==> config.mk <==
export PLATFORM = sky130hd
export DESIGN_NAME = maxnet_input_loader
export DESIGN_NICKNAME = d
export VERILOG_FILES = /design/src/rtl/maxnet_pkg.sv /design/src/rtl/maxnet_f32_classify.sv /design/src/rtl/maxnet_input_loader.sv
export SDC_FILE = /design/constraint.sdc
export NUM_CORES = 1
export LEC_CHECK = 0
export ABC_AREA = 1
export BUFFER_PORTS_ARGS = -buffer_cell sky130_fd_sc_hd__buf_4
export CORE_UTILIZATION = 30
export CTS_CLUSTER_DIAMETER = 200
export DETAILED_ROUTE_END_ITERATION = 16
export GPL_ROUTABILITY_DRIVEN = 0
export SYNTH_ARGS = -nofsm -noshare
export SYNTH_HDL_FRONTEND = slang
export SYNTH_SLANG_ARGS = --single-unit
==> constraint.sdc <==
create_clock -name clk -period 7.79 [get_ports clk]
set_input_delay 1.558 -clock clk [delete_from_list [all_inputs] [get_ports clk]]
set_output_delay 1.558 -clock clk [all_outputs]
set_load 0.005 [all_outputs]
==> src/rtl/maxnet_pkg.sv <==
// maxnet_pkg: shared error codes, FP field constants and loader state type.
// MAXNET_LOADER_DENORM_FLUSH_EN turns on flushing of subnormal words to +0.
package maxnet_pkg;
  localparam logic [1:0] ERR_NONE = 2'd0;
  localparam logic [1:0] ERR_NEG  = 2'd1;
  localparam logic [1:0] ERR_NAN  = 2'd2;
  localparam logic [1:0] ERR_EPS  = 2'd3;
  localparam logic [7:0] EXP_ALL_ONES = 8'hFF;
  localparam int SIGN = 31;
  localparam logic [31:0] ONE_F32 = 32'h3F800000;
`ifdef MAXNET_LOADER_DENORM_FLUSH_EN
  localparam bit DENORM_FLUSH = 1'b1;
`else
  localparam bit DENORM_FLUSH = 1'b0;
`endif
  typedef enum logic [1:0] {ST_COLLECT, ST_HOLD, ST_ERR} state_t;
endpackage

==> src/rtl/maxnet_f32_classify.sv <==
// maxnet_f32_classify: combinational IEEE-754 single field classifier and sanitiser.
module maxnet_f32_classify
  import maxnet_pkg::*;
(
  input  logic [31:0] word,
  output logic        is_nan_inf,
  output logic        is_neg,
  output logic        is_zero,
  output logic        is_subnormal,
  output logic [31:0] clean
);
  assign is_nan_inf   = word[30:23] == EXP_ALL_ONES;
  assign is_zero      = word[30:0] == 31'd0;
  assign is_subnormal = (word[30:23] == 8'd0) && !is_zero;
  assign is_neg       = word[SIGN] && !is_zero;
  // -0 always becomes +0; subnormals only when flushing is built in
  assign clean = (is_zero || (DENORM_FLUSH && is_subnormal)) ? '0 : word;
endmodule

==> src/rtl/maxnet_input_loader.sv <==
// maxnet_input_loader: collects a1..a4 and epsilon serially, validates them and holds the set.
// Build with MAXNET_LOADER_DENORM_FLUSH_EN to flush subnormal inputs to zero.
module maxnet_input_loader
  import maxnet_pkg::*;
#(
  parameter int WORD_W = 32,
  parameter int NUM_IN = 4,
  parameter logic [WORD_W-1:0] EPS_MAX = 32'h3E800000
) (
  input  logic              clk,
  input  logic              rst,
  input  logic [WORD_W-1:0] in_data,
  input  logic              in_valid,
  output logic              in_ready,
  input  logic              sw_clr,
  output logic [WORD_W-1:0] a1_init,
  output logic [WORD_W-1:0] a2_init,
  output logic [WORD_W-1:0] a3_init,
  output logic [WORD_W-1:0] a4_init,
  output logic [WORD_W-1:0] epsilon,
  output logic              init_valid,
  input  logic              init_accept,
  output logic              err,
  output logic [1:0]        err_code,
  output logic [2:0]        word_cnt
);
  state_t state, state_n;
  logic [WORD_W-1:0] slot [NUM_IN+1];
  logic [WORD_W-1:0] clean;
  logic [1:0] code_q, word_code;
  logic nan_inf, neg, zero, sub, flushed, xfer, is_eps, eps_ok, last;
  maxnet_f32_classify u_cls (
    .word(in_data), .is_nan_inf(nan_inf), .is_neg(neg), .is_zero(zero),
    .is_subnormal(sub), .clean(clean)
  );
  assign in_ready   = state == ST_COLLECT;
  assign init_valid = state == ST_HOLD;
  assign err        = state == ST_ERR;
  assign err_code   = err ? code_q : ERR_NONE;
  assign a1_init    = slot[0];
  assign a2_init    = slot[1];
  assign a3_init    = slot[2];
  assign a4_init    = slot[3];
  assign epsilon    = slot[NUM_IN];
  assign xfer    = in_valid && in_ready && !sw_clr;
  assign is_eps  = word_cnt == 3'(NUM_IN);
  assign last    = xfer && is_eps;
  assign flushed = DENORM_FLUSH && sub;
  assign eps_ok  = !zero && !flushed && (clean < EPS_MAX);
  assign word_code = nan_inf ? ERR_NAN :
                     is_eps ? (eps_ok ? ERR_NONE : ERR_EPS) :
                     (neg && !flushed) ? ERR_NEG : ERR_NONE;
  always_comb begin
    state_n = state;
    if (sw_clr) state_n = ST_COLLECT;
    else if (last) state_n = (code_q != ERR_NONE || word_code != ERR_NONE) ? ST_ERR : ST_HOLD;
    else if (init_valid && init_accept) state_n = ST_COLLECT;
  end
  always_ff @(posedge clk or posedge rst) begin
    if (rst) begin
      state    <= ST_COLLECT;
      word_cnt <= '0;
      code_q   <= ERR_NONE;
      for (int i = 0; i <= NUM_IN; i++) slot[i] <= '0;
    end else begin
      state <= state_n;
      if (sw_clr || (init_valid && init_accept)) begin
        word_cnt <= '0;
        code_q   <= ERR_NONE;
      end else if (xfer) begin
        word_cnt <= word_cnt + 3'd1;
        if (code_q == ERR_NONE) code_q <= word_code;
        for (int i = 0; i <= NUM_IN; i++) if (word_cnt == 3'(i)) slot[i] <= clean;
      end
    end
  end
endmodule

Word level (Yosys, flattened, before mapping) --
Cells that the tools add are included.
Operators by class: add/subtract/negate cells 1, $mul 0, divide/modulo/power cells 0, magnitude comparators 1, equality and inequality tests 7, shift operators 0, muxes and demuxes 15, bitwise logic cells 1, reduce and logical (&&, ||, !) cells 25
Operator list (count):
- less-than comparator 32 x 30 -> 1 bit, second input constant | 1
- 2-to-1 mux 32 bit | 1
- logical NOT 31 bit | 1
- 2-to-1 mux 2 bit | 11
- AND reduction 3 bit | 5
- equality test 8 bit, second input constant | 1
- nonzero test 2 bit | 4
- equality test 3 x 2 -> 1 bit, second input constant | 2
- logical AND 1 bit | 6
- 2-to-1 mux 3 bit | 2
- logical NOT 2 bit | 2
- adder 3 x 1 -> 3 bit, second input constant | 1
- equality test 3 x 1 -> 1 bit, second input constant | 1
- equality test 3 bit, second input constant | 1
- logical NOT 3 bit | 1
- nonzero test 3 bit | 1
- equality test 2 x 1 -> 1 bit, second input constant | 1
- equality test 2 bit, second input constant | 1
- logical NOT 1 bit | 2
- logical OR 1 bit | 2
- AND reduction 2 bit | 1
- 2-to-1 mux 1 bit | 1
- NOT 1 bit | 1
Word-level totals: register bits after elaboration 167, bits in latches 0, bits in writable memories 0, ROM bits 0, input bits 37, output and inout port bits 168, word-level logic and storage cells 58, memories 0

Depth between registers and ports, before layout --
Gate-level depths: netlist of run 1.
depth after elaboration 12, gate-level depth with buffers 13, gate-level depth less buffers 13

By module --
Synthesis of run 1 repeated with hierarchy kept, for this count alone.
Second synthesis, totals: cell total of the unflattened synthesis 692, area total of the unflattened synthesis 6656.4 um^2
By module, submodules not included:
- maxnet_input_loader | instances 1, cells each 621, area an instance 6369.9 um^2, sequential area each 4179.0 um^2
- maxnet_f32_classify | instances 1, cells each 71, area an instance 286.5 um^2, sequential area each 0.0 um^2

Least setup slack after synthesis of run 1 --
Ideal clock, no wire load.
path kind input to register, from input port in_data[10], to register state[0], library setup time 0.118 ns, data arrival time 2.407 ns, required time 7.672 ns, setup slack 5.265 ns, cell stages on the path 12, buffers on the path 0, cell sequence inv_1 > nand2_1 > nor2_1 > nand2_1 > nor2_4 > nand2_2 > nand2_4 > nand3_2 > nand2_1 > nand2_2 > nand4_1 > nand2_1
Between the ends: word-level cells in the longest chain between the ends 12, elaborated cells on any way between the ends 15, those cells by class order compare (1); mux (8); reduce/logical (6)
RTL lines:
- start, declared | RTL line maxnet_input_loader.sv:12 | input logic [WORD_W-1:0] in_data,
- logical NOT 31 bit | RTL line maxnet_f32_classify.sv:13 | assign is_zero = word[30:0] == 31'd0;
- 2-to-1 mux 32 bit | RTL line maxnet_f32_classify.sv:17 | assign clean = (is_zero || (DENORM_FLUSH && is_subnormal)) ? '0 : word;
- less-than comparator 32 x 30 -> 1 bit | RTL line maxnet_input_loader.sv:49 | assign eps_ok = !zero && !flushed && (clean < EPS_MAX);
- logical AND 1 bit | RTL line maxnet_input_loader.sv:49
- 2-to-1 mux 2 bit | RTL line maxnet_input_loader.sv:51 | is_eps ? (eps_ok ? ERR_NONE : ERR_EPS) :
- 2-to-1 mux 2 bit (*) | RTL line maxnet_input_loader.sv:51
- 2-to-1 mux 2 bit (*) | RTL line maxnet_input_loader.sv:50 | assign word_code = nan_inf ? ERR_NAN :
- nonzero test 2 bit (*) | RTL line maxnet_input_loader.sv:56 | else if (last) state_n = (code_q != ERR_NONE || word_code != ERR_NONE) ? ST_ERR : ST_HOLD;
- logical OR 1 bit (*) | RTL line maxnet_input_loader.sv:56
- 2-to-1 mux 2 bit (*) (2 in a row) | RTL line maxnet_input_loader.sv:56
- 2-to-1 mux 2 bit (*) | RTL line maxnet_input_loader.sv:55 | if (sw_clr) state_n = ST_COLLECT;
- end signal, assigned | RTL line maxnet_input_loader.sv:66 | state <= state_n;
- end, declared | RTL line maxnet_input_loader.sv:27 | state_t state, state_n;
Every way passes the cells marked *; elsewhere a longest branch is shown, timed or not. A chain may end at the register's enable or synchronous reset.

Worst setup path after layout of run 1 --
from register state[0], to output port err_code[0]
Between the ends: word-level cells in the longest chain between the ends 2
RTL lines:
- equality test 2 bit | RTL line maxnet_input_loader.sv:38 | assign err = state == ST_ERR;
- 2-to-1 mux 2 bit | RTL line maxnet_input_loader.sv:39 | assign err_code = err ? code_q : ERR_NONE;
- end, declared | RTL line maxnet_input_loader.sv:24 | output logic [1:0] err_code,
Every way passes these cells.

==> summary.md, run 1 <==
| Metric | Value |
|---|---|
| Status | `finished clean` |
| Static leakage | `roughly 4.5 nW` |
| Largest net degree at the start of global routing | `about 110` |
| Area Growth Syn to Fin | `36.8%` |
| Worst-Margin Slew | `1050 ps` |
| Power Dens Cells | `344 mW/mm2` |
| TritonCTS clock tree | `built` |
| Post-route setup TNS | `0 ps` |
| Clk slew on worst S/H paths | `70 ps` |
| Sequential power share | `0.443` |
| Gate power share | `0.268` |
| Min cycle time layout | `2830 ps` |
| Final WL | `about 17000 um` |
| Crit Path Class | `register to output port` |
| Die W | `148 um` |
| Area leader, netlist | `dfrtp_1` |
| Die H | `148 um` |
| Initial antenna violation count | `0` |
| Iter 0 DRT Violations | `roughly 280` |
| Max VDD drop | `0.143 mV` |
| Syn Inst Count | `649` |
| Buf/Inv on CP | `2` |
| First-pass DRT Iterations | `4` |
| Syn. warnings | `0` |
| Worst slack at placement | `4500 ps` |
| Synth top area share | `0.653` |
| Crit path max fanout | `5` |
| Clk buf depth | `2` |
| Cts bufs inserted | `17` |
| Hold_buf cts | `0` |
| Final WS setup | `4960 ps` |
| Final Hold Viols | `0` |
| FF-to-FF setup slack | `5680 ps` |
| Post CTS Setup Buffer Count | `0` |
| Worst path required time | `~6200 ps` |
| Fmax | `353 MHz` |
| EDFF count, synth | `0` |
| First-pass GRT wire length | `27100 um` |
| Cell-internal power | `approximately 2.1 mW` |
| Synth area leaders | `dfrtp_1 (65%), nand2_1 (12%), o21ai_0 (6.3%), o21ai_1 (6.3%), inv_1 (1.9%)` |
| Syn nets | `roughly 690` |
| Drt drc | `0` |
| CP Capture Type | `output port` |
| Ys async rst share | `1.00` |
| Final-report setup violation count | `0` |
| Slowest-stage cell, CP | `dfrtp_1` |
| Core Rows | `53` |
| Skew final | `13.9 ps` |
| Max-cap viol count | `0` |
| Fraction of layout cells with a size suffix above 1 | `0.311` |
| Synth cell count leaders | `nand2_1 (197), dfrtp_1 (167), o21ai_0 (81), o21ai_1 (81), inv_1 (32)` |
| Post-Syn Area | `0.00639 mm2` |
| GRT overflow | `0` |
| Core Area | `0.0210 mm2` |
| Synthesis-stage register bit count | `167` |
| # IOs | `205` |
| Max_slew headroom | `0.299` |
| Nets | `885` |
| Cell with the most instances after synthesis | `nand2_1` |
| Die area | `0.0219 mm2` |
| GRT Resource Usage Total | `0.162` |
| Vias in the first global route | `between 4000 and 5000` |
| Wire per inst | `15.3 um` |
| Worst min path class | `register to register` |
| Syn avg cell area | `between 9 and 10 um2` |
| Antenna Violating Nets Remaining | `0` |
| Sw power | `904 uW` |
| Primary FF master, synth | `dfrtp_1` |
| Critical Path Source Type | `register` |
| CP max stage delay | `470 ps` |
| Sequence of cells on the critical path | `inv_1 > and3_1 > buf_4` |
| Sequential share of the synthesized area | `0.653` |
| Vias/cell | `4.46` |
| Hpwl dp | `11400 um` |
| Port-buffer cells | `204` |
| Clk_lat worst skew | `430 ps` |
| Crit path max-delay family | `flip-flops` |
| Unique cell type count in the Yosys netlist | `25` |
| H-Tree Level Count | `4` |
| Max-slew violation count | `0` |
| Via count | `5045` |
| RSZ-0062 raised after global routing | `no` |
| Sw Share | `0.300` |
| Clk pwr share | `0.289` |
| CTS Root Cell | `clkbuf_16` |
| Initial Util | `0.305` |
| # diodes | `0` |
| Post_cts resized | `0` |
| WP data arrival | `1280 ps` |
| Clk sinks | `between 150 and 200` |
| Fin crit share | `0.364` |
-- registers in the layout, indices dropped and copies added (netlist names) --
name	flops
a4_init	32
a1_init	32
word_cnt	3
state	2
epsilon	32
a2_init	32
code_q	2
a3_init	32
-- power by group through the flow --
| stage | sequential [mW] | clock [mW] | combinational (mW) |
|---|---|---|---|
| 6_report | 1.34 | 0.870 | 0.808 |
| 5_1_grt | 1.37 | 0.926 | 0.907 |
| 4_1_cts | 1.34 | 0.895 | 0.824 |
| 3_5_place_dp | 1.35 | 0 | 0.823 |
| 3_3_place_gp | 1.35 | 0 | 0.800 |
| 2_1_floorplan | 1.34 | 0 | 0.265 |
-- path summary, 6_finish.rpt --
check,from,cells after the start,end
hold / removal,a4_init[5]$_DFFE_PP0P_,2,a4_init[5]$_DFFE_PP0P_
setup reg to reg,word_cnt[0]$_DFFE_PP0P_,6,epsilon[28]$_DFFE_PP0P_
max in group asynchronous,rst,3,a2_init[25]$_DFFE_PP0P_
setup / recovery,state[0]$_DFFE_PP0P_,3,err_code[0]
hold reg to reg,a4_init[5]$_DFFE_PP0P_,2,a4_init[5]$_DFFE_PP0P_
min in group asynchronous,rst,2,epsilon[18]$_DFFE_PP0P_
-- routing by layer --
metal,GRT usage,vias up,wire length [um],part of all wire
met5,0,-,0,0
met4,0.0454,0,136,0.0078
met3,0.0454,11,921,0.053
met2,0.256,139,8130,0.47
met1,0.217,2408,8150,0.47
li1,-,2487,-,-
-- cell families after synthesis --
logic type	Yosys count	synth area share
and+or+nand+nor	236	0.158
DFF	167	0.653
AOI/OAI and AO/OA	164	0.129
buffers and inverters	77	0.0501
adders and majority gates	5	0.00978
-- layout by cell type, fill, tap and decap left out --
cell / instances
inv_8: 5
nor2_2: 2
buf_4: 205
o21ai_0: 81
inv_4: 1
ha_1: 5
inv_1: 31
nand2_2: 2
nor3_1: 1
nand4_1: 1
o21ai_1: 81
nand3_2: 1
nand3_4: 4
inv_2: 13
o21ai_2: 1
bufinv_16: 2
nor2_1: 15
clkinv_2: 1
clkinv_1: 1
clkinvlp_4: 3
o22ai_1: 1
nand2_4: 2
and3_1: 1
nor2_4: 2
nand2_1: 197
nor4_1: 3
inv_6: 5
clkbuf_16: 17
dfrtp_1: 167
nand3_1: 5
-- per-stage QoR --
step / utilization / hold WS, ps / power [mW] / instance area (um2) / std cells
floorplan: - / 464 / 1.60 / 6390 / 649
global placement: 0.389 / 468 / 2.15 / 8140 / 1099
detailed placement: 0.389 / 474 / 2.17 / 8140 / 1099
CTS: 0.417 / 491 / 3.06 / 8750 / 1131
global route: 0.417 / 501 / 3.20 / 8750 / 1131
finish: 0.417 / 488 / 3.01 / 8750 / 1131
-- worst reg2reg max path: cells and delay by family, from the launching register on --
kind / cells / cell delay [ps]
AOI/OAI and AO/OA: 1 / 220
DFF: 1 / 440
adders and majority gates: 1 / 240
and+or+nand+nor: 2 / 210
buffers and inverters: 2 / 840
-- layout make-up --
| type | instances | area, um2 |
|---|---|---|
| clock buffer | 17 | 425 |
| clock inverter | 15 | 179 |
| fill | 2150 | 12200 |
| inverter | 47 | 184 |
| multi-input combinational | 405 | 1900 |
| sequential | 167 | 4180 |
| tap | 275 | 344 |
| timing repair buffer | 205 | 1540 |
Note: power is estimated with default switching activity, not from simulation.
==> inputs of run 2 (changes only) <==
==> constraint.sdc (replaced) <==
create_clock -name clk -period 2.75 [get_ports clk]
set_input_delay 0.55 -clock clk [delete_from_list [all_inputs] [get_ports clk]]
set_output_delay 0.55 -clock clk [all_outputs]
set_load 0.005 [all_outputs]
==> run 2 against run 1 <==
Combinational power grew to 2.9 times the previous value. Non-clock buffer count is 4 higher. Critical endpoint is now epsilon[31]$_DFFE_PP0P_. Hold slack worse by 220 ps. Power grew to 2.9 times the previous value. Die area stayed put. Design area is 1.1% higher. Routed wire length is 1.1% lower. Worst setup slack worse by 4300 ps.
==> summary.md, run 2 (synthesis results as in run 1) <==
| Metric | Value |
|---|---|
| Crit Path Class | `register to register` |
| CP Capture Type | `register` |
| Crit path max-delay family | `buffers and inverters` |
| Status | `finished clean` |
| Highest routed layer | `met4` |
| WL met2 | `7910 um (-2.7%)` |
| Antenna Violating Nets Remaining | `0 (unchanged)` |
| Max-slew violation count | `0 (unchanged)` |
| CP max stage delay | `690 ps (+220 ps)` |
| Wire per inst | `15.1 um (-1.4%)` |
| # diodes | `0 (unchanged)` |
| Initial Util | `0.305 (unchanged)` |
| Clk buf depth | `2 (unchanged)` |
| Hold_buf cts | `0 (unchanged)` |
| Clk sinks | `167 (unchanged)` |
| Die W | `148 um (unchanged)` |
| Skew final | `18.8 ps (+4.91 ps)` |
| Via count | `5000 (-0.89%)` |
| Initial antenna violation count | `0 (unchanged)` |
| Final WL | `17100 um (-1.1%)` |
| Final-report setup violation count | `0 (unchanged)` |
| R2R Path Start | `word_cnt[0]$_DFFE_PP0P_` |
| Commonest non-fill, non-tap cells in the layout | `buf_4 (205), nand2_1 (197), dfrtp_1 (167)` |
| Min cycle time layout | `2050 ps` |
| Slowest-stage cell, CP | `inv_2` |
| Cells after DPL | `1103 (+0.36%)` |
| Hpwl dp | `11800 um (+3.5%)` |
| Sw power | `2.53 mW (+180%)` |
| Static leakage | `4.53 nW (+1.0%)` |
| TritonCTS clock tree | `built` |
| DRT met1 WL | `8220 um (+0.92%)` |
| Gate power share | `0.271 (+0.003)` |
| Most common cell after layout, fill and taps aside | `buf_4` |
| GRT overflow | `0 (unchanged)` |
| Fillers | `2119 (-1.4%)` |
| Power Dens Cells | `975 mW/mm2 (+180%)` |
| Vias in the first global route | `5034 (+1.7%)` |
| Vias/cell | `4.41 (-1.2%)` |
| Final instance area | `0.00884 mm2 (+1.1%)` |
| Clk_lat worst skew | `430 ps (about the same)` |
| Nets | `889 (+0.45%)` |
| CTS Root Cell | `clkbuf_16` |
| Port-buffer cells | `204 (unchanged)` |
| First-pass GRT wire length | `27900 um (+3.1%)` |
| # IOs | `205 (unchanged)` |
| Buf/Inv on CP | `2 (unchanged)` |
| GRT Resource Usage Total | `0.164 (+0.00226)` |
| Iter 0 DRT Violations | `250 (-11%)` |
| Worst reg2reg path depth | `6 (unchanged)` |
| FF-to-FF setup slack | `700 ps (-4980 ps)` |
| Critical Path Source Type | `register` |
| Area after DPL | `0.00822 mm2 (+0.97%)` |
| Core Area | `0.0210 mm2 (unchanged)` |
| Drt drc | `0 (unchanged)` |
| Crit path max fanout | `64 (+59)` |
| Sequence of cells on the critical path | `inv_1 > ha_1 > nand2_1 > nor2_2 > inv_2 > o21ai_0` |
| Sequential power share | `0.435 (-0.008)` |
| Sw Share | `0.293 (-0.00674)` |
| Worst-Margin Slew | `949 ps (-99.9 ps)` |
| Power Total | `8.62 mW (+190%)` |
| First-pass DRT Iterations | `4 (unchanged)` |
| Finished Layout Cells | `1135 (+0.35%)` |
| Die H | `148 um (unchanged)` |
| Fmax | `488 MHz` |
| Final Hold Viols | `0 (unchanged)` |
| Post_cts resized | `0 (unchanged)` |
| Max_slew headroom | `0.366 (+0.0667)` |
| Max VDD drop | `0.412 mV (+190%)` |
| Max-cap viol count | `0 (unchanged)` |
| WP data arrival | `2300 ps (+1020 ps)` |
| Cell-internal power | `6.09 mW (+190%)` |
| Post CTS Setup Buffer Count | `0 (unchanged)` |
| WL met3 | `875 um (-5.0%)` |
| Core Rows | `53 (unchanged)` |
| Fin crit share | `0.745` |
| Clk slew on worst S/H paths | `60 ps (about the same)` |
| RSZ-0062 raised after global routing | `no` |
| Clk pwr share | `0.293 (+0.004)` |
| Cts bufs inserted | `17 (unchanged)` |
| H-Tree Level Count | `4 (unchanged)` |
| Fraction of layout cells with a size suffix above 1 | `0.314 (+0.00321)` |
| Die area | `0.0219 mm2 (unchanged)` |
| Worst min path class | `input pin to asynchronous set/reset pin` |
| Post-route setup TNS | `0 ps (unchanged)` |
| Area Growth Syn to Fin | `38.3%` |
| Reg-to-Reg End | `epsilon[31]$_DFFE_PP0P_` |
| Largest net degree at the start of global routing | `96 (-9.4%)` |
| Worst path required time | `3000 ps (-3230 ps)` |
run 2: cell count changes in the layout (fill, tap and decap cells not counted):
| cell | delta |
|---|---|
| clkinv_4 | +1 |
| bufinv_16 | +1 |
| buf_12 | +4 |
| clkbuf_8 | +1 |
| inv_8 | -4 |
| inv_6 | +1 |
run 2: stage by stage:
step	worst slack, ps	hold WS, ps	utilization
floorplan	73.2	464	-
global placement	698	467	0.392
detailed placement	683	475	0.392
CTS	672	281	0.422
global route	425	298	0.422
finish	701	271	0.422
run 2: area by class of cell:
| cell class | instances | area (um2) | share of cell area |
|---|---|---|---|
| clock buffers | 18 | 439 | 0.0497 |
| clock inverters | 14 | 183 | 0.0207 |
| inverters | 47 | 183 | 0.0207 |
| multi-input cells | 405 | 1900 | 0.214 |
| flip-flops and latches | 167 | 4180 | 0.473 |
| well taps | 275 | 344 | 0.0389 |
| repair buffers | 209 | 1620 | 0.183 |
run 2: worst max-delay path by stage:
stage	start	endpoint	slack [ps]	cells past startpoint
after floorplan	rst	a1_init[0]$_DFFE_PP0P_	70	1
after global placement	in_data[15]	code_q[1]$_DFFE_PP0P_	700	14
after detailed placement	in_data[15]	code_q[0]$_DFFE_PP0P_	680	14
after CTS	word_cnt[0]$_DFFE_PP0P_	epsilon[31]$_DFFE_PP0P_	670	6
after global routing	word_cnt[0]$_DFFE_PP0P_	epsilon[31]$_DFFE_PP0P_	430	6
final	word_cnt[0]$_DFFE_PP0P_	epsilon[31]$_DFFE_PP0P_	700	6
run 2: power groups by stage:
stage,Combinational [mW],Sequential [mW],Clock [mW]
after floorplan,0.752,3.78,0
after global placement,2.34,3.78,0
after detailed placement,2.39,3.78,0
after CTS,2.39,3.75,2.59
after global routing,2.62,3.86,2.70
final,2.34,3.75,2.53
run 2: worst min-delay path: stages:
cell and delay, ps:
buf_4 120, clkinvlp_4 100, buf_12 330
run 2: routing by layer:
layer,global-route usage,up-vias
met2,0.253,128
met4,0.0464,0
li1,-,2498
met5,0,-
met1,0.228,2364
met3,0.0414,10
==> inputs of run 3 (changes only) <==
==> constraint.sdc (replaced) <==
create_clock -name clk -period 1.9 [get_ports clk]
set_input_delay 0.38 -clock clk [delete_from_list [all_inputs] [get_ports clk]]
set_output_delay 0.38 -clock clk [all_outputs]
set_load 0.005 [all_outputs]
==> run 3 against run 2 <==
Power grew 45%. Core utilization grew 1.3 points. Design area grew 3.1%. Worst setup slack lost 490 ps. Hold slack lost 270 ps. Combinational power grew 47%. Clock skew shrank 9.2 ps. Largest power group unchanged.
==> summary.md, run 3 (synthesis results as in run 1) <==
| Metric | Value |
|---|---|
| Hpwl dp | `12500 um (+5.9%)` |
| Fmax | `a little under 600 MHz` |
| Via count | `5128 (+2.6%)` |
| Vias/cell | `4.39 (-0.34%)` |
| Fin crit share | `0.889` |
| Vias in the first global route | `4941 (-1.8%)` |
| Drt drc | `0 (unchanged)` |
| Power Dens Cells | `1370 mW/mm2 (+40%)` |
| Min cycle time layout | `1690 ps` |
| Fillers | `2120 (+0.047%)` |
| Max-cap viol count | `0 (unchanged)` |
| Buf/Inv on CP | `2 (unchanged)` |
| Clk buf depth | `2 (unchanged)` |
| GRT Resource Usage Total | `0.164 (-0.000201)` |
| Largest net degree at the start of global routing | `61 (-36%)` |
| GRT overflow | `0 (unchanged)` |
| Die area | `0.0219 mm2 (unchanged)` |
| # IOs | `205 (unchanged)` |
| Slowest-stage cell, CP | `dfrtp_1` |
| Clk_lat worst skew | `410 ps (-20 ps)` |
| Sequence of cells on the critical path | `inv_1 > nor3_1 > buf_4` |
| Worst path required time | `1520 ps (-1480 ps)` |
| Antenna Violating Nets Remaining | `0 (unchanged)` |
| RSZ-0062 raised after global routing | `no` |
| CP Capture Type | `output port` |
| Worst min path class | `input pin to asynchronous set/reset pin` |
| Wire per inst | `15.0 um (-0.43%)` |
| Max VDD drop | `0.556 mV (+35%)` |
| CTS Root Cell | `clkbuf_16` |
| Finished Layout Cells | `1168 (+2.9%)` |
| Die W | `148 um (unchanged)` |
| Core Rows | `53 (unchanged)` |
| Skew final | `9.62 ps (-9.18 ps)` |
| Final Hold Viols | `0 (unchanged)` |
| Clk sinks | `167 (unchanged)` |
| Final-report setup violation count | `0 (unchanged)` |
| Initial Util | `0.305 (unchanged)` |
| First-pass GRT wire length | `27700 um (-0.84%)` |
| Commonest non-fill, non-tap cells in the layout | `buf_4 (236), nand2_1 (197), dfrtp_1 (167)` |
| # diodes | `0 (unchanged)` |
| Post-route setup TNS | `0 ps (unchanged)` |
| Initial antenna violation count | `0 (unchanged)` |
| Cells after DPL | `1136 (+3.0%)` |
| Nets | `922 (+3.7%)` |
| Area after DPL | `0.00849 mm2 (+3.3%)` |
| Core Area | `0.0210 mm2 (unchanged)` |
| Max_slew headroom | `0.654 (+0.288)` |
| Static leakage | `4.69 nW (+3.5%)` |
| Post CTS Setup Buffer Count | `0 (unchanged)` |
| Die H | `148 um (unchanged)` |
| Status | `finished clean` |
| Cts bufs inserted | `17 (unchanged)` |
| Crit path max fanout | `5 (-92%)` |
| Crit Path Class | `register to output port` |
| WP data arrival | `1310 ps (-990 ps)` |
| Crit path max-delay family | `flip-flops` |
| TritonCTS clock tree | `built` |
| Final instance area | `0.00912 mm2 (+3.1%)` |
| Power Total | `12.5 mW (+45%)` |
| Max-slew violation count | `0 (unchanged)` |
| First-pass DRT Iterations | `6 (+2)` |
| Fraction of layout cells with a size suffix above 1 | `0.338 (+0.0242)` |
| CP max stage delay | `450 ps (-240 ps)` |
| Post_cts resized | `0 (unchanged)` |
| Hold_buf cts | `0 (unchanged)` |
| Worst-Margin Slew | `517 ps (-432 ps)` |
| Final WL | `17600 um (+2.5%)` |
| Port-buffer cells | `204 (unchanged)` |
| H-Tree Level Count | `4 (unchanged)` |
| Area Growth Syn to Fin | `42.6%` |
| Most common cell after layout, fill and taps aside | `buf_4` |
| Clk slew on worst S/H paths | `70 ps (about the same)` |
| Iter 0 DRT Violations | `230 (-8.0%)` |
| Critical Path Source Type | `register` |
[run 3: layer usage]
metal / track usage / routed length (um) / vias up
met4: 0.0521 / 225 / 0
li1: - / - / 2568
met3: 0.0386 / 1080 / 14
met5: 0 / 0 / -
met1: 0.226 / 8210 / 2409
met2: 0.255 / 8060 / 137
[run 3: final timing paths]
kind / from / to / slack [ps] / cells past startpoint
max in group asynchronous: rst / a1_init[31]$_DFFE_PP0P_ / 1200 / 3
worst max register to register: word_cnt[0]$_DFFE_PP0P_ / epsilon[6]$_DFFE_PP0P_ / 240 / 7
worst max-delay path: state[1]$_DFFE_PP0P_ / err_code[1] / 210 / 3
worst min-delay path: rst / a1_init[17]$_DFFE_PP0P_ / 5 / 2
min in group clk: in_data[2] / a3_init[2]$_DFFE_PP0P_ / 250 / 3
worst min register to register: a2_init[10]$_DFFE_PP0P_ / a2_init[10]$_DFFE_PP0P_ / 490 / 2
[run 3: metrics by stage]
step,utilization,hold slack (ps),setup WS (ps)
6_report,0.435,4.63,210
5_1_grt,0.435,15.4,82.5
4_1_cts,0.435,1.20,127
3_5_place_dp,0.405,451,136
3_3_place_gp,0.405,450,165
2_1_floorplan,-,464,-607
[run 3: final cells by class]
| type | instances | area, um2 | share of cell area |
|---|---|---|---|
| repair buffers | 242 | 1890 | 0.207 |
| clock buffers | 18 | 429 | 0.0471 |
| inverters | 47 | 183 | 0.0200 |
| well taps | 275 | 344 | 0.0377 |
| flip-flops and latches | 167 | 4180 | 0.458 |
| clock inverters | 14 | 195 | 0.0214 |
| multi-input cells | 405 | 1900 | 0.208 |
[run 3: power by group]
part           switching (mW)  internal, mW
Clock                    1.52          2.11
Sequential              0.687          4.72
Combinational            1.44          2.00
Total                    3.65          8.83
